==> src/rtl/cpu_pkg.sv <==
// Shared definitions for the accumulator CPU: opcode values, instruction
// field positions and the fetch/sequence FSM state encoding.
package cpu_pkg;

  localparam logic [3:0] OP_NOP   = 4'b0000;
  localparam logic [3:0] OP_LOAD  = 4'b0001;
  localparam logic [3:0] OP_STORE = 4'b0010;
  localparam logic [3:0] OP_ADD   = 4'b0011;
  localparam logic [3:0] OP_SUB   = 4'b0100;
  localparam logic [3:0] OP_AND   = 4'b0101;
  localparam logic [3:0] OP_OR    = 4'b0110;
  localparam logic [3:0] OP_NOT   = 4'b0111;
  localparam logic [3:0] OP_JMP   = 4'b1000;
  localparam logic [3:0] OP_JZ    = 4'b1001;
  localparam logic [3:0] OP_HLT   = 4'b1111;

  localparam int INSTR_W = 8;
  localparam int OPC_MSB = 7;
  localparam int OPC_LSB = 4;
  localparam int OPD_MSB = 3;
  localparam int OPD_LSB = 0;

  typedef enum logic [2:0] {
    ST_IDLE    = 3'd0,
    ST_FETCH   = 3'd1,
    ST_DECODE  = 3'd2,
    ST_EXECUTE = 3'd3,
    ST_HALT    = 3'd4,
    ST_FAULT   = 3'd5
  } fsm_state_t;

endpackage

==> src/rtl/pc_reg.sv <==
// Program counter: synchronous reset, load has priority over increment,
// increment wraps modulo 2^PC_W.
module pc_reg #(
  parameter int PC_W = 4
) (
  input  logic            clk,
  input  logic            rst,
  input  logic            inc,
  input  logic            ld,
  input  logic [PC_W-1:0] ld_val,
  output logic [PC_W-1:0] pc
);

  always_ff @(posedge clk) begin
    if (rst)      pc <= '0;
    else if (ld)  pc <= ld_val;
    else if (inc) pc <= pc + 1'b1;
  end

endmodule

==> src/rtl/instr_fetch_seq.sv <==
// Fetch/sequence stage: fetches instructions, resolves JMP/JZ/NOP/HLT locally
// and hands other opcodes to the control unit for one EXECUTE cycle.
// Optional fetch watchdog enabled by defining FETCH_TIMEOUT_EN.
module instr_fetch_seq
  import cpu_pkg::*;
#(
  parameter int PC_W    = 4,
  parameter int TIMEOUT = 15
) (
  input  logic               clk,
  input  logic               rst,
  input  logic               start,
  input  logic               zero_flag,
  output logic               imem_req,
  output logic [PC_W-1:0]    imem_addr,
  input  logic               imem_ack,
  input  logic [INSTR_W-1:0] imem_rdata,
  output logic [3:0]         opcode,
  output logic [3:0]         operand,
  output logic               exec_valid,
  output logic [PC_W-1:0]    pc,
  output logic               halted,
  output logic               fault
);

  fsm_state_t         state;
  logic [INSTR_W-1:0] ir;
  logic [3:0]         ir_opc;
  logic               pc_inc;
  logic               pc_ld;
  logic [PC_W-1:0]    pc_q;
  logic               timeout_hit;

  assign ir_opc = ir[OPC_MSB:OPC_LSB];
  assign pc_inc = (state == ST_FETCH) && imem_ack;
  assign pc_ld  = (state == ST_DECODE) &&
                  ((ir_opc == OP_JMP) || ((ir_opc == OP_JZ) && zero_flag));

  pc_reg #(.PC_W(PC_W)) u_pc (
    .clk    (clk),
    .rst    (rst),
    .inc    (pc_inc),
    .ld     (pc_ld),
    .ld_val (PC_W'(ir[OPD_MSB:OPD_LSB])),
    .pc     (pc_q)
  );

  assign pc        = pc_q;
  assign imem_addr = pc_q;
  assign operand   = ir[OPD_MSB:OPD_LSB];

`ifdef FETCH_TIMEOUT_EN
  localparam int WCNT_W = $clog2(TIMEOUT + 1);
  logic [WCNT_W-1:0] wcnt;

  // Counts unacknowledged FETCH cycles; zero whenever we are outside FETCH.
  always_ff @(posedge clk) begin
    if (rst || (state != ST_FETCH)) wcnt <= '0;
    else if (!imem_ack && !timeout_hit) wcnt <= wcnt + 1'b1;
  end

  assign timeout_hit = (wcnt == WCNT_W'(TIMEOUT - 1));
  assign fault       = (state == ST_FAULT);
`else
  logic [31:0] unused_timeout;
  assign unused_timeout = TIMEOUT;
  assign timeout_hit    = 1'b0;
  assign fault          = 1'b0;
`endif

  always_ff @(posedge clk) begin
    if (rst) begin
      state      <= ST_IDLE;
      ir         <= '0;
      imem_req   <= 1'b0;
      opcode     <= 4'b0000;
      exec_valid <= 1'b0;
      halted     <= 1'b0;
    end else begin
      opcode     <= 4'b0000;
      exec_valid <= 1'b0;
      case (state)
        ST_IDLE: begin
          if (start) begin
            state    <= ST_FETCH;
            imem_req <= 1'b1;
          end
        end
        ST_FETCH: begin
          if (imem_ack) begin
            ir       <= imem_rdata;
            state    <= ST_DECODE;
            imem_req <= 1'b0;
          end else if (timeout_hit) begin
            state    <= ST_FAULT;
            imem_req <= 1'b0;
          end
        end
        ST_DECODE: begin
          // Control-flow opcodes finish here and never reach the control unit.
          case (ir_opc)
            OP_JMP, OP_JZ, OP_NOP: begin
              state    <= ST_FETCH;
              imem_req <= 1'b1;
            end
            OP_HLT: begin
              state  <= ST_HALT;
              halted <= 1'b1;
            end
            default: begin
              state      <= ST_EXECUTE;
              opcode     <= ir_opc;
              exec_valid <= 1'b1;
            end
          endcase
        end
        ST_EXECUTE: begin
          state    <= ST_FETCH;
          imem_req <= 1'b1;
        end
        ST_HALT:  state <= ST_HALT;
        ST_FAULT: state <= ST_FAULT;
        default: begin
          state    <= ST_IDLE;
          imem_req <= 1'b0;
        end
      endcase
    end
  end

endmodule

==> config.mk <==
export PLATFORM = sky130hd
export DESIGN_NAME = instr_fetch_seq
export DESIGN_NICKNAME = d
export VERILOG_FILES = /design/src/rtl/cpu_pkg.sv /design/src/rtl/pc_reg.sv /design/src/rtl/instr_fetch_seq.sv
export SDC_FILE = /design/constraint.sdc
export NUM_CORES = 1
export LEC_CHECK = 0
export CELL_PAD_IN_SITES_DETAIL_PLACEMENT = 1
export CELL_PAD_IN_SITES_GLOBAL_PLACEMENT = 2
export CORE_AREA = 2 2 68 70
export CTS_BUF_LIST = sky130_fd_sc_hd__clkbuf_8
export DETAILED_ROUTE_END_ITERATION = 16
export DIE_AREA = 0 0 70 72
export GPL_TIMING_DRIVEN = 0
export PLACE_DENSITY = 0.87
export RECOVER_POWER = 50
export SLEW_MARGIN = 10
export SYNTH_ARGS = -nofsm -noshare
export SYNTH_HDL_FRONTEND = slang
export SYNTH_SLANG_ARGS = --single-unit
export TNS_END_PERCENT = 1
==> constraint.sdc <==
create_clock -name clk -period 1.6 [get_ports clk]
set_clock_uncertainty 0.2 [all_clocks]
set_input_delay 0.32 -clock clk [delete_from_list [all_inputs] [get_ports clk]]
set_output_delay 0.32 -clock clk [all_outputs]
set_load 0.02 [all_outputs]
Yosys cells after proc, flatten, opt, wreduce, memory -nomap -nowiden:

Index checks and enable logic that the tools add are counted.

* $add $sub $neg: 1
* equal/unequal tests: 11
* multiplexer cells: 11
* bitwise gates (word level): 2
* reduce and logical (&&, ||, !) cells: 16

Operators with widths (number)
* $pmux W3 S6: 1
* $eq A4 B4 Y1 const B: 3
* $mux W4: 2
* $eq A3 B2 Y1 const B: 2
* $eq A3 B3 Y1 const B: 2
* $mux W3: 2
* $pmux W3 S2: 1
* $reduce_and A2 Y1: 3
* $reduce_or A6 Y1: 1
* $pmux W1 S5: 1
* $add A4 B1 Y4 const B: 1
* $logic_not A4 Y1: 1
* $mux W1: 4
* $ne A2 B2 Y1 const B: 2
* $reduce_and A4 Y1: 1
* $reduce_or A2 Y1: 2
* $reduce_or A4 Y1: 1
* $eq A3 B1 Y1 const B: 1
* $logic_and A1 B1 Y1: 3
* $logic_not A3 Y1: 1
* $reduce_or A3 Y1: 1
* $ne A2 B1 Y1 const B: 1
* $not A1 Y1: 2
* $reduce_bool A2 Y1: 1
* $logic_or A1 B1 Y1: 1

* register bits: 22
* input bits: 13
* output and inout port bits: 20

Depth between registers and ports, before layout:

* depth in word-level cells: 5
* gate-level depth with buffers: 5
* depth with buffers taken out: 4

Modules after synthesis:

From an unflattened synthesis, not the netlist that was laid out.

* cell total of the unflattened synthesis: 119
* area total of the unflattened synthesis: 1037.2 µm²

By module, submodules not included
* instr_fetch_seq: instances 1, cells each 97, area an instance 832.0 µm², seq. area each 360.3 µm²
* pc_reg: instances 1, cells each 22, area an instance 205.2 µm², seq. area each 80.1 µm²

Worst setup path before layout:

No wires, ideal clock.

* kind: register to register
* from: reg state[1]
* to: reg u_pc.pc[3]
* data arrival time: 1.288 ns
* slack: -0.028 ns
* cell stages (with the launch flop): 6
* buffers on the path: 2
* period minus slack after synthesis: 1.628 ns
* cell sequence: dfxtp_1 -> buf_4 -> or3b_1 -> buf_6 -> o311ai_1 -> a41oi_1

* longest elaborated chain between the ends: 3
* elaborated cells between the ends (all ways): 6

Ends and longest elaborated chain
* start, declared: line instr_fetch_seq.sv:26 `fsm_state_t state;`
* start signal, assigned: line instr_fetch_seq.sv:73 `state <= ST_IDLE;`
* start signal, assigned: line instr_fetch_seq.sv:85 `state <= ST_FETCH;`
* start signal, assigned: line instr_fetch_seq.sv:92 `state <= ST_DECODE;`
* $eq A3 B2 Y1 / $eq A3 B1 Y1 (equally long branches): line instr_fetch_seq.sv:36, instr_fetch_seq.sv:35
* $logic_and A1 B1 Y1, on equally long branches: line instr_fetch_seq.sv:36, instr_fetch_seq.sv:35
* $mux W4 / $reduce_bool A2 Y1 (equally long branches)
* end signal, assigned: line pc_reg.sv:16 `else if (ld) pc <= ld_val;`
* end signal, assigned: line pc_reg.sv:17 `else if (inc) pc <= pc + 1'b1;`
* end, declared: line pc_reg.sv:11 `output logic [PC_W-1:0] pc`

Parallel ways exist; a longest one is shown, timed or not.
A chain may end at the register's enable or synchronous reset.

Worst setup path after layout:

* from: reg state[1]
* to: reg u_pc.pc[2]

Same word-level chain as after synthesis.

==> results.md <==
- Post-synth EDFFs: 0
- Outcome: finished with violations
- Nets: between 150 and 200
- Die footprint: about 5000 um2
- Gr ovfl total: 0
- Synth Instances: 116
- Starting density of the core: 0.245
- Max VDD drop: 0.309 mV
- # clock sinks: 22
- Final non-filler cell total: between 200 and 250
- Met2 WL: 1390 um
- Total of max-cap violations: 0
- CP startpoint: state[1]
- Post-synth top flop: dfxtp_1
- Most common cell after layout, fill and taps aside: dfxtp_1
- Setup crit end: u_pc.pc[2]
- Largest register FFs: 8
- Initial antenna violation count: 0
- Clk_lat worst skew: about 270 ps
- WP data arrival: 1650 ps
- Crit-path max FO: 10
- Leakage: about 0.57 nW
- Die height: between 70 and 80 um
- Most frequent cells in the layout: 19 x dfxtp_1, 17 x nand2_1, 13 x buf_4
- Total track usage: 0.113
- FP Rows: 24
- Fillers: between 500 and 600
- Worst EP required: ~1500 ps
- Vias in the first global route: approximately 1000
- Die Span X: 70 um
- Final Hold Vio Count: 0
- Share of layout cells above drive strength 1: 0.233
- Crit Path Category: register to register
- DRT iter0 DRCs: 16
- Flops & latches, synth: 22
- Fin crit period: ~1700 ps
- Min-Delay Path Class: register to register
- Cells after DPL: a little under 200
- F_max: 584 MHz
- Post-CTS Setup Repair Bufs: 0
- P&R area growth vs syn: 40.7%
- Gp weighted congestion: approximately 0.83
- Unrepaired setup endpoints after global routing: yes
- Synthesized Nets: 130
- Final period utilization: 1.07
- Antenna diodes: 0
- Worst R2R Start: state[1]
- Post-route cell area: 1470 um2
- Failing checks: setup timing
- Final worst-path setup slack: -113 ps
- DRT Wirelength: slightly below 3000 um
- Mapped Avg Cell Area: 9.02 um2
- Stages on the worst setup path: 5
- Crit path max-delay family: compound AO/OA/AOI/OAI gates
- Reg2reg setup slack: -110 ps
- Ports: 33
- CP most frequent cell: buf_6
- Total number of vias: ~960
- Hold Buf Count CTS: 0
- # DRC: 0
- Largest net degree at the start of global routing: 13
- Setup crit start kind: register
- Root Driver: clkbuf_8
- CP max stage delay: about 360 ps
- Core Box Area: approximately 4300 um2
- First-pass GRT wire length: roughly 4600 um
- IO buf count: 30
- Async SR Flop Fraction: 0
- Clock Tree Buf Depth: 2
- Max-slew violation count: 0
- H-Tree Depth: 1
- Antenna Nets Post-Route: 0
- Dpl hpwl: ~2100 um
- Via-per-instance ratio: 4.75
- Crit path buf inv count: 2
- Post-DP Area: between 1000 and 1500 um2
- Largest area contributor in the netlist: dfxtp_1
- Worst-path clk slew: ~80 ps
- Slowest cell on the critical path: or3b_1
- Synthesized area: about 1000 um2
- DR WL/cell: 14.3 um
- Metal1 wirelength: around 1300 um
- Most area-consuming cells after synthesis: dfxtp_1 42%, buf_4 7.2%, nand2_1 6.1%
- Met3 routed WL: between 100 and 150 um
- Synth top area share: 0.421
- PD cells: ~800 nW/um2
- Endpoint type of the worst setup path: register
- Least-Margin Pin Slew: between 500 and 600 ps
- Highest routed layer: met4
- Pre-Repair DR Iteration Count: 4
- Worst path cell trace: buf_6, or3b_1, buf_6, o311ai_1, a31oi_1
- CTS tree: built
- Total CTS buffers: 3
- Post-synth cell types: 36
- R2r worst-path depth: 5
- Worst reg2reg endpoint: u_pc.pc[2]
- Sequential fraction of the synthesis area: 0.421
- Setup violators final: 10
- YS warnings: 0
- Slew HR: 0.660
worst register-to-register path, stage by stage, from the launching register on:
cell,delay [ps]
dfxtp_2,330
buf_6,120
or3b_1,360
buf_6,150
o311ai_1,280
a31oi_1,130
where the power goes:
part	internal (W)	switching, W
clock	0.000220	0.000191
combinational	0.0000850	0.0000844
sequential	0.000566	0.0000242
total	0.000870	0.000300
cells by family after synthesis:
kind of cell             Yosys count  synth area share
AO/OA/AOI/OAI                     29             0.208
buffers and inverters             15            0.0969
flip-flops                        22             0.421
other                              1           0.00359
adder cells (fa/ha/maj)            1            0.0120
AND/OR/NAND/NOR                   48             0.258
worst min-delay path by stage:
stage                start      to  cells after the start
detailed placement  halted  halted                      2
CTS                    rst   ir[5]                      2
global route           rst   ir[5]                      2
finish              halted  halted                      2
global placement    halted  halted                      2
floorplan            ir[0]   ir[0]                      2
per-layer routing:
metal | GRT usage | up-vias
li1 | - | 478
met1 | 0.138 | 449
met2 | 0.187 | 29
met3 | 0.0264 | 3
met4 | 0.0598 | 0
met5 | 0 | -
per-stage QoR:
step                      worst slack [ps]  utilization  power, W  setup TNS, ps  hold WS, ps
final                                 -113        0.345   0.00117           -551          280
after floorplan                      -20.4            -  0.000690          -81.7          250
after global placement                -460        0.331  0.000761          -5520          259
after detailed placement              -549        0.331  0.000768          -6670          273
after global routing                  -150        0.345   0.00122          -1310          311
after CTS                             -103        0.339   0.00117           -545          288
cells in the mapped netlist (all sizes together), types with 2 or more instances:
cell     number
nand2        17
nand4         3
clkbuf        4
nor2b         3
buf          11
a21oi        11
nand2b        4
nand3         2
a31oi         2
dfxtp        22
nor3b         2
a211oi        3
or3b          2
o311ai        3
nor2          5
a2111oi       3
and2          4
repair_timing:
| item | CTS | global route |
|---|---|---|
| gates cloned | 0 | 0 |
| resized for setup | 35 | 14 |
| setup endpoints to repair | 38 | 24 |
| hold endpoints to repair | 0 | 0 |
| pin swaps | 3 | 1 |
final cells by class:
class	instances	area [um2]	share of cell area
Clock buffer	4	55.1	0.0374
Buffer	15	114	0.0774
Multi-Input combinational cell	79	533	0.362
Tap cell	52	65.1	0.0442
Timing Repair Buffer	30	260	0.177
Sequential cell	22	444	0.302
(Power assumes the default switching activity.)
